## config.mk

```make
export PLATFORM = sky130hd
export DESIGN_NAME = pc_fetch_stage
export DESIGN_NICKNAME = d
export VERILOG_FILES = /design/src/rtl/cpuDefine.sv /design/src/rtl/fetch_perf_cnt.sv /design/src/rtl/pc_fetch_stage.sv
export SDC_FILE = /design/constraint.sdc
export NUM_CORES = 1
export LEC_CHECK = 0
export ABC_AREA = 0
export CAP_MARGIN = 20
export CELL_PAD_IN_SITES_DETAIL_PLACEMENT = 1
export CELL_PAD_IN_SITES_GLOBAL_PLACEMENT = 1
export CORE_MARGIN = 2
export CORE_UTILIZATION = 35
export DETAILED_ROUTE_END_ITERATION = 10
export PLACE_DENSITY = 0.95
export SLEW_MARGIN = 20
export SYNTH_ARGS = -nofsm -noshare
export SYNTH_HDL_FRONTEND = slang
export SYNTH_SLANG_ARGS = --single-unit
```

## constraint.sdc

```tcl
create_clock -name aclk -period 5.4 [get_ports aclk]
set_clock_uncertainty 0.2 [all_clocks]
set_input_delay 1.08 -clock aclk [delete_from_list [all_inputs] [get_ports aclk]]
set_output_delay 1.08 -clock aclk [all_outputs]
set_load 0.01 [all_outputs]
```

## src/rtl/cpuDefine.sv

```systemverilog
// rtl/cpuDefine.sv - shared fetch-stage types, state encoding and reset PC.
package cpuDefine;

  localparam logic [31:0] RESET_PC_DEFAULT = 32'h1C00_0000;

  typedef struct packed {
    logic [31:0] pc;
    logic [31:0] inst;
    logic        adef;
  } IF_DATA;

  typedef enum logic [1:0] {
    FS_REQ  = 2'd0,
    FS_WAIT = 2'd1,
    FS_HOLD = 2'd2
  } FetchState;

endpackage

```

## src/rtl/fetch_perf_cnt.sv

```systemverilog
// rtl/fetch_perf_cnt.sv - 32-bit event counter that sticks at all-ones.
module fetch_perf_cnt (
  input  logic        aclk,
  input  logic        aresetn,
  input  logic        inc_i,
  output logic [31:0] count_o
);

  logic [31:0] count_q;

  always_ff @(posedge aclk) begin
    if (!aresetn) begin
      count_q <= 32'h0;
    end else if (inc_i && (count_q != 32'hFFFF_FFFF)) begin
      count_q <= count_q + 32'h1;
    end
  end

  assign count_o = count_q;

endmodule

```

## src/rtl/pc_fetch_stage.sv

```systemverilog
// rtl/pc_fetch_stage.sv - pre-IF stage: fetch PC, single-outstanding SRAM-like fetch.
// Optional FETCH_PERF_CNT_EN adds WAIT-cycle and dropped-response counters.
module pc_fetch_stage
  import cpuDefine::*;
#(
  parameter int                 ADDR_W   = 32,
  parameter logic [ADDR_W-1:0]  RESET_PC = ADDR_W'(RESET_PC_DEFAULT)
) (
  input  logic              aclk,
  input  logic              aresetn,
  input  logic              redirect_valid,
  input  logic [ADDR_W-1:0] redirect_pc,
  input  logic              allow_in,
  output logic              inst_req,
  output logic [ADDR_W-1:0] inst_addr,
  input  logic              inst_addr_ok,
  input  logic              inst_data_ok,
  input  logic [31:0]       inst_rdata,
`ifdef FETCH_PERF_CNT_EN
  output logic [31:0]       perf_wait_cycles,
  output logic [31:0]       perf_drop_cnt,
`endif
  output logic              valid_out,
  output IF_DATA            data_out
);

  FetchState         state_q;
  logic [ADDR_W-1:0] pc_q;
  logic              discard_q;
  IF_DATA            buf_q;
  logic              aligned;

  assign aligned = (pc_q[1:0] == 2'b00);

  // Outputs are forced quiet while reset is held, before the first edge loads state.
  assign inst_req  = aresetn && (state_q == FS_REQ) && aligned;
  assign inst_addr = pc_q;
  assign valid_out = aresetn && (state_q == FS_HOLD);
  assign data_out  = aresetn ? buf_q : '{pc: 32'(RESET_PC), inst: 32'h0, adef: 1'b0};

  always_ff @(posedge aclk) begin
    if (!aresetn) begin
      state_q   <= FS_REQ;
      pc_q      <= RESET_PC;
      discard_q <= 1'b0;
      buf_q     <= '0;
    end else begin
      case (state_q)
        FS_REQ: begin
          if (redirect_valid) begin
            pc_q <= redirect_pc;
            // An accepted old-PC request still owes a response; mark it for dropping.
            if (inst_req && inst_addr_ok) begin
              state_q   <= FS_WAIT;
              discard_q <= 1'b1;
            end
          end else if (!aligned) begin
            buf_q   <= '{pc: 32'(pc_q), inst: 32'h0, adef: 1'b1};
            state_q <= FS_HOLD;
          end else if (inst_addr_ok) begin
            state_q <= FS_WAIT;
          end
        end
        FS_WAIT: begin
          if (redirect_valid) begin
            pc_q <= redirect_pc;
          end
          if (inst_data_ok) begin
            if (redirect_valid || discard_q) begin
              discard_q <= 1'b0;
              state_q   <= FS_REQ;
            end else begin
              buf_q   <= '{pc: 32'(pc_q), inst: inst_rdata, adef: 1'b0};
              state_q <= FS_HOLD;
            end
          end else if (redirect_valid) begin
            discard_q <= 1'b1;
          end
        end
        FS_HOLD: begin
          if (redirect_valid) begin
            pc_q    <= redirect_pc;
            state_q <= FS_REQ;
          end else if (allow_in) begin
            pc_q    <= pc_q + ADDR_W'(4);
            state_q <= FS_REQ;
          end
        end
        default: state_q <= FS_REQ;
      endcase
    end
  end

`ifdef FETCH_PERF_CNT_EN
  logic drop_evt;
  assign drop_evt = (state_q == FS_WAIT) && inst_data_ok && (redirect_valid || discard_q);

  fetch_perf_cnt u_wait_cnt (
    .aclk    (aclk),
    .aresetn (aresetn),
    .inc_i   (state_q == FS_WAIT),
    .count_o (perf_wait_cycles)
  );

  fetch_perf_cnt u_drop_cnt (
    .aclk    (aclk),
    .aresetn (aresetn),
    .inc_i   (drop_evt),
    .count_o (perf_drop_cnt)
  );
`endif

`ifndef SYNTHESIS
  // A response with nothing outstanding is a slave protocol error.
  always_ff @(posedge aclk) begin
    if (aresetn) begin
      assert (!(inst_data_ok && (state_q != FS_WAIT)));
    end
  end
`endif

endmodule

```

==> metrics.txt <==
antenna violations before repair=0; relative max-transition margin=21.3%; dominant combinational cell family by area after synthesis=simple AND/OR/NAND/NOR gates; H-tree level count=3; worst reg2reg path depth=5; Critical Path End Type=output pin; iteration-0 DRC count of the detailed router=337; Yosys reg bits=100; logic gate share of total power=15.9%; maximum clock insertion buffer count=2; post-detailed-route DRC marker count=0; worst hold path depth=2; Power Dens Cells=248 nW/um^2; part of the power in registers=48.4%; Die Height=121 um; RSZ-0062 raised after global routing=false; max-slew violation count=0; final-layout setup total negative slack=0 ns; total track usage=24.3%; simple logic cell fraction of the synthesized area=29.1%; worst hold slack=0.256 ns; Internal=1220 uW; per-cell via count in the routed design=5.68; last weighted congestion value of the routability-driven placer=0.878; buffers added on ports=168; Sink Count=100; maximum single-stage delay on the critical path=0.61 ns; transition time at the pin with the least slew margin=1.18 ns; number of flops mapped to enable cells by yosys=0; share of synthesized registers carrying an async set or reset=0%; post-detailed-route count of antenna-violating nets=0; Synth area leaders=dfxtp_1 42%, and2_1 8.4%, nand2_1 7.6%; CP Class=primary input to output pin; worst voltage drop across the vdd grid=0.183 mV; average size of a mapped cell=8.16 sq um; final critical-path share of the clock period=76.3%; die extent in x=121 um; most frequent cells in the layout=167 x clkdlybuf4s50_1, 100 x dfxtp_1, 97 x nand2_1; highest clock frequency the design can meet=243 MHz; area share of the largest cell type after synthesis=42.0%; area of the mapped netlist=4770 sq um; antenna cells=0; post-cts hold buffer count=0; final WL=17700 um; Max-Cap Viols=0; syn nets=656; post-CTS setup buffer count=0; TritonCTS buffer count=9; clock period minus worst slack=4.12 ns; maximum number of pins on one net before global-route repair=59; number of warnings reported in the yosys synthesis log=0; Synth Area in Compound Gates=22.9%; Startpoint Class=primary input; Netlist cell types=60; XOR/XNOR share of the synthesized area=0%; latest clock arrival within the worst-skew pair=0.35 ns; global routing usage on met3=5.09%; endpoints failing hold=0; Routed wire per std cell=19.5 um; adder-cell area share of the yosys netlist=0.262%; ratio of cells with drive above 1 in the final layout=5.75%; largest driver fanout on the critical path=58; Critical Path, Cell by Cell=buf_2 -> buf_4 -> and2_1 -> clkdlybuf4s50_1; leading area contributor after synthesis=dfxtp_1; net count of the finished layout=796; TritonCTS clock tree=built; clock share of power=35.7%; number of setup violations in the final report=0; core occupancy in the finished layout=51.3%; worst min-delay path class=register to register; clock tree root driver cell=clkbuf_16; global-route wire length before repair=27800 um; aggregate global routing overflow=0; die area=14600 sq um; share of synthesized area spent on multiplexers=1.55%; via count of the first global-routing pass=5305; row cnt=42; switching share of total power=27.8%; GR Layer Usage met2=41.0%; 1st-pass router iterations=5; most common library cell in the layout ignoring fill and taps=clkdlybuf4s50_1; I/O pins=169; Crit-path slowest cell=buf_2; result of the run=finished, final reports clean; effective utilization at floorplan=35.9%; total half-perimeter wirelength after legalization and detailed placement=12700 um; post-synthesis instance total=585; CTS clk-pin slew, worst paths=0.06 ns; standby leakage power=0.00241 uW; cts repair resizes=0; growth of design area from synthesis to finish=43.0%; switching power=470 uW; required time of the critical path=4.12 ns; layer carrying the most global-route usage=met2; WP data arrival=2.84 ns; share of the yosys chip area belonging to registers=42.0%; filler instances=1582; Vias=5149; core area=13300 sq um; global-route track usage on met1=29.1%; leading register cell type out of synthesis=dfxtp_1
[path summary, 6_finish.rpt]
| kind | from | to | slack [ns] |
|---|---|---|---|
| max | aresetn | data_out[57] | 1.28 |
| min reg2reg | buf_q[36] | buf_q[36] | 0.26 |
| max reg2reg | state_q[1] | inst_addr[16] | 2.26 |
| min | buf_q[36] | buf_q[36] | 0.26 |
[routing by layer]
metal / vias to the layer above / part of all wire, %
met4: 0 / 3.8
met5: - / 0
met2: 200 / 50
met1: 2521 / 40
li1: 2376 / -
met3: 52 / 6.0
[per-stage QoR]
step                worst slack (ns)  cell area, sq um  std cells  total power, uW
finish                          1.28              6820        906             1690
global route                    1.18              6820        906             1760
CTS                             1.29              6820        906             1710
detailed placement              1.26              6550        890             1100
global placement                1.37              6550        890             1090
floorplan                       2.09              4770        585              945
[flip-flops by register name, indices dropped and copies added (netlist names)]
name and count:
buf_q 65, inst_addr 32, state_q 2, discard_q 1
[kinds of logic (layout without fill, tap and decap cells)]
| kind of cell | after synthesis | after routing |
|---|---|---|
| DFF | 100 | 100 |
| AOI/OAI and AO/OA | 162 | 162 |
| and+or+nand+nor | 267 | 267 |
| muxes | 7 | 7 |
| buffers and inverters | 48 | 193 |
| adders and majority gates | 1 | 1 |
[power groups by stage]
stage	combinational [uW]	sequential [uW]	clock [uW]
detailed placement	267	835	0
global route	290	825	645
finish	269	820	603
floorplan	125	820	0
CTS	270	818	624
global placement	256	832	0
[worst max-delay path: cells and delay by family]
family                 cells  cell delay, ns
buffers and inverters      3            1.56
AND/OR/NAND/NOR            1            0.19
[cell usage after synthesis (2+ instances only)]
library cell	instances
and3_1	7
and2_1	64
nand3_1	14
o21ai_0	15
or2_2	2
o2111ai_1	4
a22oi_1	5
a31o_2	2
buf_2	5
or3_1	4
a21o_1	3
nor3b_1	4
nor2_1	29
a211oi_1	4
mux2_2	2
and2_0	2
a21oi_1	61
clkbuf_1	39
a22o_1	32
dfxtp_1	100
nor4_1	6
mux2i_1	4
o311ai_0	2
and4_1	2
o22ai_1	6
nand2_1	97
o211ai_1	2
nor2b_1	2
nand4_1	11
o21a_1	2
a311oi_1	7
nand2b_1	6
nor3_1	6
o21ai_1	2
o221a_2	4
or4_1	2
a31oi_1	3
[layout make-up]
cell class	instances	area, sq um	area share [%]
tap	176	220	3.23
sequential	100	2000	29.3
clock inverter	5	38.8	0.568
multi-input combinational	437	2590	37.9
inverter	1	3.75	0.0550
clock buffer	11	233	3.41
timing repair buffer	176	1740	25.5
No activity file was read; power rests on OpenSTA's default activity.
